## src/rtl/vip_yuv422to444_if.sv

```systemverilog
// ---------------------------------------------------------------------------
// vip_yuv422to444_if
//
// Video bus for the 4:2:2 -> 4:4:4 chroma upsampler.
//
// Stream semantics: in_href / out_href act as a valid qualifier with no
// ready. One pixel is transferred on every rising pclk edge where href is
// high. The sink can never stall the source.
//
// Signals
//   switch_uv : chroma order select. 0 = first chroma of a pair is U.
//   in_href   : input line valid
//   in_vsync  : input frame sync
//   in_y      : input luma            [BITS]
//   in_c      : input muxed chroma    [BITS]
//   out_href  : output line valid
//   out_vsync : output frame sync
//   out_y/u/v : output 4:4:4 pixel    [BITS each]
//
// Modports
//   master : pixel source / sink side (drives in_*, reads out_*)
//   slave  : the upsampler (reads in_*, drives out_*)
// ---------------------------------------------------------------------------
interface vip_yuv422to444_if #(
    parameter int BITS = 8
);
    logic            switch_uv;
    logic            in_href;
    logic            in_vsync;
    logic [BITS-1:0] in_y;
    logic [BITS-1:0] in_c;
    logic            out_href;
    logic            out_vsync;
    logic [BITS-1:0] out_y;
    logic [BITS-1:0] out_u;
    logic [BITS-1:0] out_v;

    modport master (
        output switch_uv, in_href, in_vsync, in_y, in_c,
        input  out_href, out_vsync, out_y, out_u, out_v
    );

    modport slave (
        input  switch_uv, in_href, in_vsync, in_y, in_c,
        output out_href, out_vsync, out_y, out_u, out_v
    );
endinterface

```

## src/rtl/vip_yuv422to444.sv

```systemverilog
// ---------------------------------------------------------------------------
// vip_yuv422to444
//
// Chroma upsampler at the VIP pipeline input. It converts a YUV 4:2:2 stream
// (one luma and one alternating chroma sample per pclk) into a 4:4:4 stream.
// The latency is a fixed 3 cycles for href, vsync and pixel data.
//
// Build option
//   VIP_YUV422TO444_INTERP_EN : when defined, odd pixels get the rounded mean
//                               of the current and next chroma pair. When
//                               undefined, odd pixels repeat the current pair
//                               and no averaging logic is built.
//
// Ports
//   pclk : pixel clock, rising edge
//   rst  : synchronous reset, active high
//   vid  : vip_yuv422to444_if.slave
//          inputs  switch_uv, in_href, in_vsync, in_y, in_c
//          outputs out_href, out_vsync, out_y, out_u, out_v
//
// Datapath
//   Inputs go through a 4-deep delay line. Stage 3 holds the pixel being
//   output (p). Stage 4 holds p-1, stage 2 holds p+1 and stage 1 holds p+2.
//   Interpolation therefore sees both chroma samples of the next pair
//   without adding latency. Each stage carries an "act" flag. Two adjacent
//   stages that are both active always belong to the same href run, so
//   neighbours from another line or from across blanking are never used.
// ---------------------------------------------------------------------------
module vip_yuv422to444 #(
    parameter int BITS   = 8,
    parameter int WIDTH  = 1280,
    parameter int HEIGHT = 960
) (
    input  logic                  pclk,
    input  logic                  rst,
    vip_yuv422to444_if.slave      vid
);

    // Nominal frame geometry. These values are informational only. The
    // datapath handles any line length of one pixel or more.
    if (WIDTH >= 1 && HEIGHT >= 1) begin : g_geometry
    end

    localparam logic [BITS-1:0] MID = {1'b1, {(BITS-1){1'b0}}};

    // Line tracking.
    // armed: a non-reset href=0 sample has been seen since the last reset,
    //        so the next rising href starts a complete line.
    logic armed;
    logic href_prev;
    logic phase;
    logic sw_line;
    logic act_in;
    logic sw_cur;

    // Delay line (index = stages since sampling).
    logic [BITS-1:0] c_d [1:4];
    logic [BITS-1:0] y_d [1:3];
    logic [4:1]      act_d;
    logic [3:1]      ph_d;
    logic [3:1]      sw_d;
    logic [3:1]      vs_d;

    // Chroma selection for the pixel in stage 3.
    logic [BITS-1:0] first_k;
    logic [BITS-1:0] second_k;
    logic [BITS-1:0] pix_a;
    logic [BITS-1:0] pix_b;
    logic [BITS-1:0] u_nxt;
    logic [BITS-1:0] v_nxt;

    assign act_in = vid.in_href & armed;
    // switch_uv is taken on the first pixel of a line and held for the
    // rest of that line.
    assign sw_cur = (vid.in_href && !href_prev) ? vid.switch_uv : sw_line;

    // first_k / second_k are the two chroma samples of the pair that owns
    // the stage-3 pixel, in arrival order.
    always_comb begin
        first_k  = c_d[3];
        second_k = MID;
        if (ph_d[3]) begin
            first_k  = c_d[4];
            second_k = c_d[3];
        end else if (act_d[2]) begin
            second_k = c_d[2];
        end else if (act_d[4]) begin
            // Last pixel of an odd-length line: reuse the previous pair's
            // second sample. On a one-pixel line fall back to midscale.
            second_k = c_d[4];
        end
    end

`ifdef VIP_YUV422TO444_INTERP_EN
    logic [BITS-1:0] next_first;
    logic [BITS-1:0] next_second;

    function automatic logic [BITS-1:0] avg(input logic [BITS-1:0] a,
                                            input logic [BITS-1:0] b);
        logic [BITS:0] s;
        s = {1'b0, a} + {1'b0, b} + {{BITS{1'b0}}, 1'b1};
        return BITS'(s >> 1);
    endfunction

    // The next pair only counts when it is in the same run. A missing
    // sample falls back to the current pair's sample.
    always_comb begin
        next_first  = act_d[2] ? c_d[2] : first_k;
        next_second = (act_d[2] && act_d[1]) ? c_d[1] : second_k;
        pix_a       = first_k;
        pix_b       = second_k;
        if (ph_d[3]) begin
            pix_a = avg(first_k, next_first);
            pix_b = avg(second_k, next_second);
        end
    end
`else
    assign pix_a = first_k;
    assign pix_b = second_k;
`endif

    assign u_nxt = sw_d[3] ? pix_b : pix_a;
    assign v_nxt = sw_d[3] ? pix_a : pix_b;

    always_ff @(posedge pclk) begin
        if (rst) begin
            armed     <= 1'b0;
            href_prev <= 1'b0;
            phase     <= 1'b0;
            sw_line   <= 1'b0;
            for (int i = 1; i <= 4; i++) c_d[i] <= '0;
            for (int i = 1; i <= 3; i++) y_d[i] <= '0;
            act_d         <= '0;
            ph_d          <= '0;
            sw_d          <= '0;
            vs_d          <= '0;
            vid.out_href  <= 1'b0;
            vid.out_vsync <= 1'b0;
            vid.out_y     <= '0;
            vid.out_u     <= '0;
            vid.out_v     <= '0;
        end else begin
            armed     <= armed | ~vid.in_href;
            href_prev <= vid.in_href;
            phase     <= vid.in_href ? ~phase : 1'b0;
            sw_line   <= sw_cur;

            c_d[1] <= vid.in_c;
            c_d[2] <= c_d[1];
            c_d[3] <= c_d[2];
            c_d[4] <= c_d[3];
            y_d[1] <= vid.in_y;
            y_d[2] <= y_d[1];
            y_d[3] <= y_d[2];
            act_d  <= {act_d[3:1], act_in};
            ph_d   <= {ph_d[2:1], phase};
            sw_d   <= {sw_d[2:1], sw_cur};
            vs_d   <= {vs_d[2:1], vid.in_vsync};

            vid.out_href  <= act_d[3];
            vid.out_vsync <= vs_d[3];
            vid.out_y     <= act_d[3] ? y_d[3] : '0;
            vid.out_u     <= act_d[3] ? u_nxt  : '0;
            vid.out_v     <= act_d[3] ? v_nxt  : '0;
        end
    end

endmodule

```

## src/flat_wrapper.sv

```systemverilog
// flat-port wrapper written by rule: the top's interface ports become plain ports
module vip_yuv422to444_flat 
#(
    parameter int BITS   = 8,
    parameter int WIDTH  = 1280,
    parameter int HEIGHT = 960
)
  (pclk, rst, vid_switch_uv, vid_in_href, vid_in_vsync, vid_in_y, vid_in_c, vid_out_href, vid_out_vsync, vid_out_y, vid_out_u, vid_out_v);
  vip_yuv422to444_if #(.BITS(BITS)) vid_i ();
  input  logic pclk;
  input  logic rst;
  input wire logic [$bits(vid_i.switch_uv)-1:0] vid_switch_uv;
  input wire logic [$bits(vid_i.in_href)-1:0] vid_in_href;
  input wire logic [$bits(vid_i.in_vsync)-1:0] vid_in_vsync;
  input wire logic [$bits(vid_i.in_y)-1:0] vid_in_y;
  input wire logic [$bits(vid_i.in_c)-1:0] vid_in_c;
  output wire logic [$bits(vid_i.out_href)-1:0] vid_out_href;
  output wire logic [$bits(vid_i.out_vsync)-1:0] vid_out_vsync;
  output wire logic [$bits(vid_i.out_y)-1:0] vid_out_y;
  output wire logic [$bits(vid_i.out_u)-1:0] vid_out_u;
  output wire logic [$bits(vid_i.out_v)-1:0] vid_out_v;
  assign vid_i.switch_uv = vid_switch_uv;
  assign vid_i.in_href = vid_in_href;
  assign vid_i.in_vsync = vid_in_vsync;
  assign vid_i.in_y = vid_in_y;
  assign vid_i.in_c = vid_in_c;
  assign vid_out_href = vid_i.out_href;
  assign vid_out_vsync = vid_i.out_vsync;
  assign vid_out_y = vid_i.out_y;
  assign vid_out_u = vid_i.out_u;
  assign vid_out_v = vid_i.out_v;
  vip_yuv422to444 #(.BITS(BITS), .WIDTH(WIDTH), .HEIGHT(HEIGHT)) u_core (.pclk(pclk), .rst(rst), .vid(vid_i));
endmodule
```

## config.mk

```make
export PLATFORM = sky130hd
export DESIGN_NAME = vip_yuv422to444_flat
export DESIGN_NICKNAME = d
export VERILOG_FILES = /design/src/rtl/vip_yuv422to444_if.sv /design/src/rtl/vip_yuv422to444.sv /design/src/flat_wrapper.sv
export SDC_FILE = /design/constraint.sdc
export NUM_CORES = 1
export LEC_CHECK = 0
export ABC_AREA = 1
export CAP_MARGIN = 10
export CELL_PAD_IN_SITES_DETAIL_PLACEMENT = 1
export CELL_PAD_IN_SITES_GLOBAL_PLACEMENT = 1
export CORE_UTILIZATION = 30
export CTS_CLUSTER_DIAMETER = 60
export DETAILED_ROUTE_END_ITERATION = 10
export PLACE_DENSITY = 0.59
export SYNTH_ARGS = -nofsm -noshare
export SYNTH_HDL_FRONTEND = slang
export SYNTH_SLANG_ARGS = --single-unit
```

## constraint.sdc

```tcl
create_clock -name pclk -period 1.12 [get_ports pclk]
set_input_delay 0.168 -clock pclk [delete_from_list [all_inputs] [get_ports pclk]]
set_output_delay 0.168 -clock pclk [all_outputs]
set_load 0.01 [all_outputs]
```

After elaboration in Yosys (flattened, before gate mapping)
Memory sizes are Yosys's and may differ from the RTL's. A register that Yosys moved wholly into a read port is not among the register bits.
Cells that the tools add are included.
Widths: inputs -> output; s select.
{ "classes": {"muxes": 17, "n_lt_le_gt_ge": 0, "n_eq_ne": 0, "n_div": 0, "n_addsub": 0, "n_reduce_logical": 4, "n_shift": 0, "bitwise_logic": 12, "n_mul": 0} }
{ "op_table": {"columns": ["operator", "count"], "rows": [
  ["$mux 8", 13],
  ["$or 1x1->1", 8],
  ["$mux 1", 4],
  ["$reduce_or 2->1", 2],
  ["$not 1->1", 3],
  ["$and 1x1->1", 1],
  ["$logic_and 1x1->1", 1],
  ["$logic_not 1->1", 1]
]} }
{ "word_totals": {"mem_count": 2, "elab_cells": 47, "regBits": 35, "inputBits": 21, "ramBits": 56, "rom_bits": 0, "latch_bits": 0} }
{ "memory_table": {"columns": ["memory", "words", "width", "rd", "rd_ports_with_merged_regs", "wr", "line", "text"], "rows": [
  ["u_core.c_d", 4, 8, 4, 0, 4, "vip_yuv422to444.sv:57", "logic [BITS-1:0] c_d [1:4];"],
  ["u_core.y_d", 3, 8, 3, 1, 3, "vip_yuv422to444.sv:58", "logic [BITS-1:0] y_d [1:3];"]
]} }

Logic depth before layout (Yosys ltp)
{ "depth": {"word_depth": 4, "mapped_depth": 8, "mapped_depth_nobuf": 7} }

Worst setup path before layout
No wires, ideal clock.
{ "synth_path": {"path_kind": "register to register", "startpoint": "register u_core.ph_d[3] (netlist bit)", "endpoint": "register u_core.vid.out_u[1]", "path_slack_ps": 157, "stages_incl_launch_ff": 7, "setup_ps": 118, "required_time_ps": 1002, "arrival_ps": 845, "path_cell_list": "dfxtp_1 > buf_4 > buf_6 > a21oi_1 > nand2_1 > nand2_1 > a21oi_2"} }
{ "synth_via": {"elab_chain_len": 2, "word_cells_on_any_way": 3} }
{ "synth_rtl": {"columns": ["element", "line", "text"], "rows": [
  ["from (decl)", "vip_yuv422to444.sv:60", "logic [3:1] ph_d;"],
  ["from (signal assigned)", "vip_yuv422to444.sv:156", "ph_d <= {ph_d[2:1], phase};"],
  ["$mux 8", "vip_yuv422to444.sv:82", "if (ph_d[3]) begin"],
  ["$mux 8 *", "vip_yuv422to444.sv:122", "assign u_nxt = sw_d[3] ? pix_b : pix_a;"],
  ["to (signal assigned)", "vip_yuv422to444.sv:163", "vid.out_u <= act_d[3] ? u_nxt : '0;"],
  ["to (decl)", "vip_yuv422to444_if.sv:45", "output out_href, out_vsync, out_y, out_u, out_v"]
]} }
Mark *: on every way between the ends. The rest lies on a longest branch, timed or not.
A chain may end at the register's enable or synchronous reset.

Worst setup path in the final report
{ "layout_path": {"startpoint": "register u_core.vid.out_u[2]", "endpoint": "output port vid_out_u[2]"} }
{ "layout_rtl": {"columns": ["element", "line", "text"], "rows": [
  ["to (decl)", "flat_wrapper.sv:20", "output wire logic [$bits(vid_i.out_u)-1:0] vid_out_u;"]
]} }
No word-level cell between the ends.

==> metrics <==
DRC Markers=0; crit-path leading delay family=flip-flops; GRT overflow=0; commonest non-fill, non-tap cell in the layout=dfxtp_1; hold path cells=2; Worst-Skew Late Latency=between 0.3 and 0.4 ns; M3 GR Usage=approximately 3%; WP buf/inv=1; startpoint types=flop; Slew headroom=roughly three quarters; worst hold-check path type=input pin to flop; GP Congestion=roughly 0.70; Final Setup Violations=0; final core occ=between 30% and 40%; # diodes=0; Root Driver=clkbuf_8; Final Hold Vio Count=0; Post-CTS Repair Setup Buffers=0; first-pass GRT wire length=approximately 10000 µm; largest net degree at the start of global routing=36; initial antenna violation count=0; Tmin final=approximately 1.1 ns; crit end category=output port; Max-Cap Viols=0; Simple-Gate Fraction of Synth Area=about a fifth; CTS clk-pin slew, worst paths=~0.10 ns; #FFs+latches synth=slightly below 100; CTS tree=done; CP arrival=between 0.9 and 1 ns; fmax=0.927 GHz; Final ANT Viol Nets=0; met1 Resource Use GR=between 10% and 20%; worst-margin pin slew=between 0.3 and 0.4 ns; Synth Area in Compound Gates=between 4 and 5%; clock tree sinks=97; DRT Pass-1 Iters=6; hold-critical path endpoint=u_core.act_d[4]$_SDFF_PP0_; WS Path Type=flop to output port; crit path from=u_core.vid.out_u[2]$_SDFF_PP0_; period utilization=between 90% and 100%; most frequent cells in the layout=dfxtp_1 (95), inv_1 (78), nor2_1 (77); met2 usage=between 10% and 20%; row count=37; cell leakage power=1.72 nW; Synth Area in Adders=0%; status=completed; slowest stage cell on the critical path=dfxtp_1; Peak VDD IR=between 0.5 and 0.6 mV; critical-path cell list=clkdlybuf4s15_1; number of global-route vias before repair=2159; hold_ws=0.144 ns; reg2reg path depth=6; reg2reg setup slack=around 0.070 ns; Slew Viols, Final=0; Fillers=1281; CTS Buffer Depth=2; Core Area=roughly 0.010 mm²; clk_skew=just over 0.009 ns; share of cells above drive strength 1=17.2%; area of the mapped netlist=about 0.0032 mm²; main combinational cell family by area after synthesis=simple AND/OR/NAND/NOR gates; vias per cell=3.86; Syn-to-layout area delta=21.7%; Die Y=~110 µm; power per cell area=1560 mW/mm²; total die area=about 0.011 mm²; Synthesized Nets=just over 400; final WL=roughly 6000 µm; r2r startpoint=u_core.sw_d[3]$_SDFF_PP0_; Nets=about 460; Initial Util=between 30 and 40%; Port Buffers=46; Vias=about 2200; Top Ports=between 40 and 50; Avg Cell Area, Syn=~8.3 µm²; Syn Inst Count=388; min-delay src=rst; detailed-route wire length per cell=between 10 and 15 µm; initial drt markers=84; FF-to-FF End=u_core.vid.out_u[7]$_SDFF_PP0_; sequential area share after synthesis=about 60%; Req. time, crit path=~0.95 ns; Die X=106 µm; CP max FO=1; HPWL after DPL=around 4100 µm; largest stage delay on the critical path=0.32 ns; mux cell area share after synthesis=0%; total track usage=a little under an eighth; GRT Max-Usage Layer=met2; Yosys warning count=0; post-synthesis xor/xnor area fraction=0%; H-Tree Depth=3; final instance area=0.00394 mm²; synth unique cells=18; CTS Buf Count=9; dpl cell area=roughly 0.0038 mm²
-- layout make-up --
cell class | instances | area [µm²] | area share, %
well taps | 136 | 170 | 4.31
flip-flops and latches | 97 | 1940 | 49.3
clock inverters | 7 | 76.3 | 1.94
repair buffers | 55 | 448 | 11.4
inverters | 85 | 324 | 8.22
clock buffers | 9 | 124 | 3.14
multi-input cells | 189 | 857 | 21.7
-- how the worst max path moves through the flow --
stage / slack, ns / end / cells past startpoint
3_5_place_dp: 0.007 / u_core.sw_d[1]$_SDFFE_PP0P_ / 4
5_1_grt: -0.005 / vid_out_u[2] / 1
4_1_cts: 0.00007 / vid_out_u[5] / 1
3_3_place_gp: 0.06 / u_core.sw_d[1]$_SDFFE_PP0P_ / 4
2_1_floorplan: 0.16 / u_core.vid.out_u[1]$_SDFF_PP0_ / 6
6_report: 0.04 / vid_out_u[2] / 1
-- per-stage QoR --
stage	instances	setup TNS, ns	total power, mW	setup WS, ns
floorplan	388	0	3.82	0.157
global placement	562	0	3.93	0.0552
detailed placement	562	0	3.94	0.00687
CTS	578	0	6.24	0.0000655
global route	578	-0.00740	6.47	-0.00487
finish	578	0	6.15	0.0415
-- logic make-up after synthesis --
| group | count (synthesis) |
|---|---|
| DFF | 97 |
| buffers and inverters | 102 |
| and+or+nand+nor | 164 |
| AOI/OAI and AO/OA | 25 |
-- state kept, by name, indices dropped and copies added, names as in the netlist, 3 cells and up --
register,cells
u_core.ph_d,3
u_core.act_d,4
u_core.y_d,24
u_core.vid.out_u,8
u_core.c_d,32
u_core.sw_d,3
u_core.vid.out_y,8
u_core.vid.out_v,8
u_core.vs_d,3
-- cells in the mapped netlist --
| cell | n | area (µm²) |
|---|---|---|
| o21ai_0 | 1 | 5.00 |
| nand3_1 | 25 | 125 |
| nand2_1 | 49 | 184 |
| nor2_8 | 1 | 20.0 |
| buf_6 | 4 | 45.0 |
| buf_8 | 1 | 15.0 |
| dfxtp_1 | 97 | 1940 |
| a21oi_1 | 15 | 75.1 |
| inv_1 | 78 | 293 |
| inv_2 | 6 | 22.5 |
| nor2_1 | 77 | 289 |
| nand3b_1 | 1 | 7.51 |
| buf_2 | 10 | 50.1 |
| nor3_1 | 2 | 10.0 |
| inv_4 | 1 | 6.26 |
| a21oi_2 | 9 | 78.8 |
| buf_4 | 2 | 15.0 |
| nand2_2 | 9 | 56.3 |
-- what timing repair did --
action / CTS / global route
gates resized for setup: 51 / 28
hold buffers: 0 / 0
setup endpoints to repair: 26 / 25
-- layer usage --
| layer | wire, µm | vias to the layer above |
|---|---|---|
| met2 | 2450 | 40 |
| met4 | 169 | 0 |
| met1 | 3020 | 958 |
| met5 | 0 | - |
| met3 | 235 | 11 |
| li1 | - | 1221 |
-- report_power, final --
group / switching [mW] / total [mW] / internal, mW
logic: 0.147 / 0.275 / 0.127
clock network: 1.25 / 2.30 / 1.05
registers: 0.0348 / 3.58 / 3.54
Power figures use the tool's default switching activity.
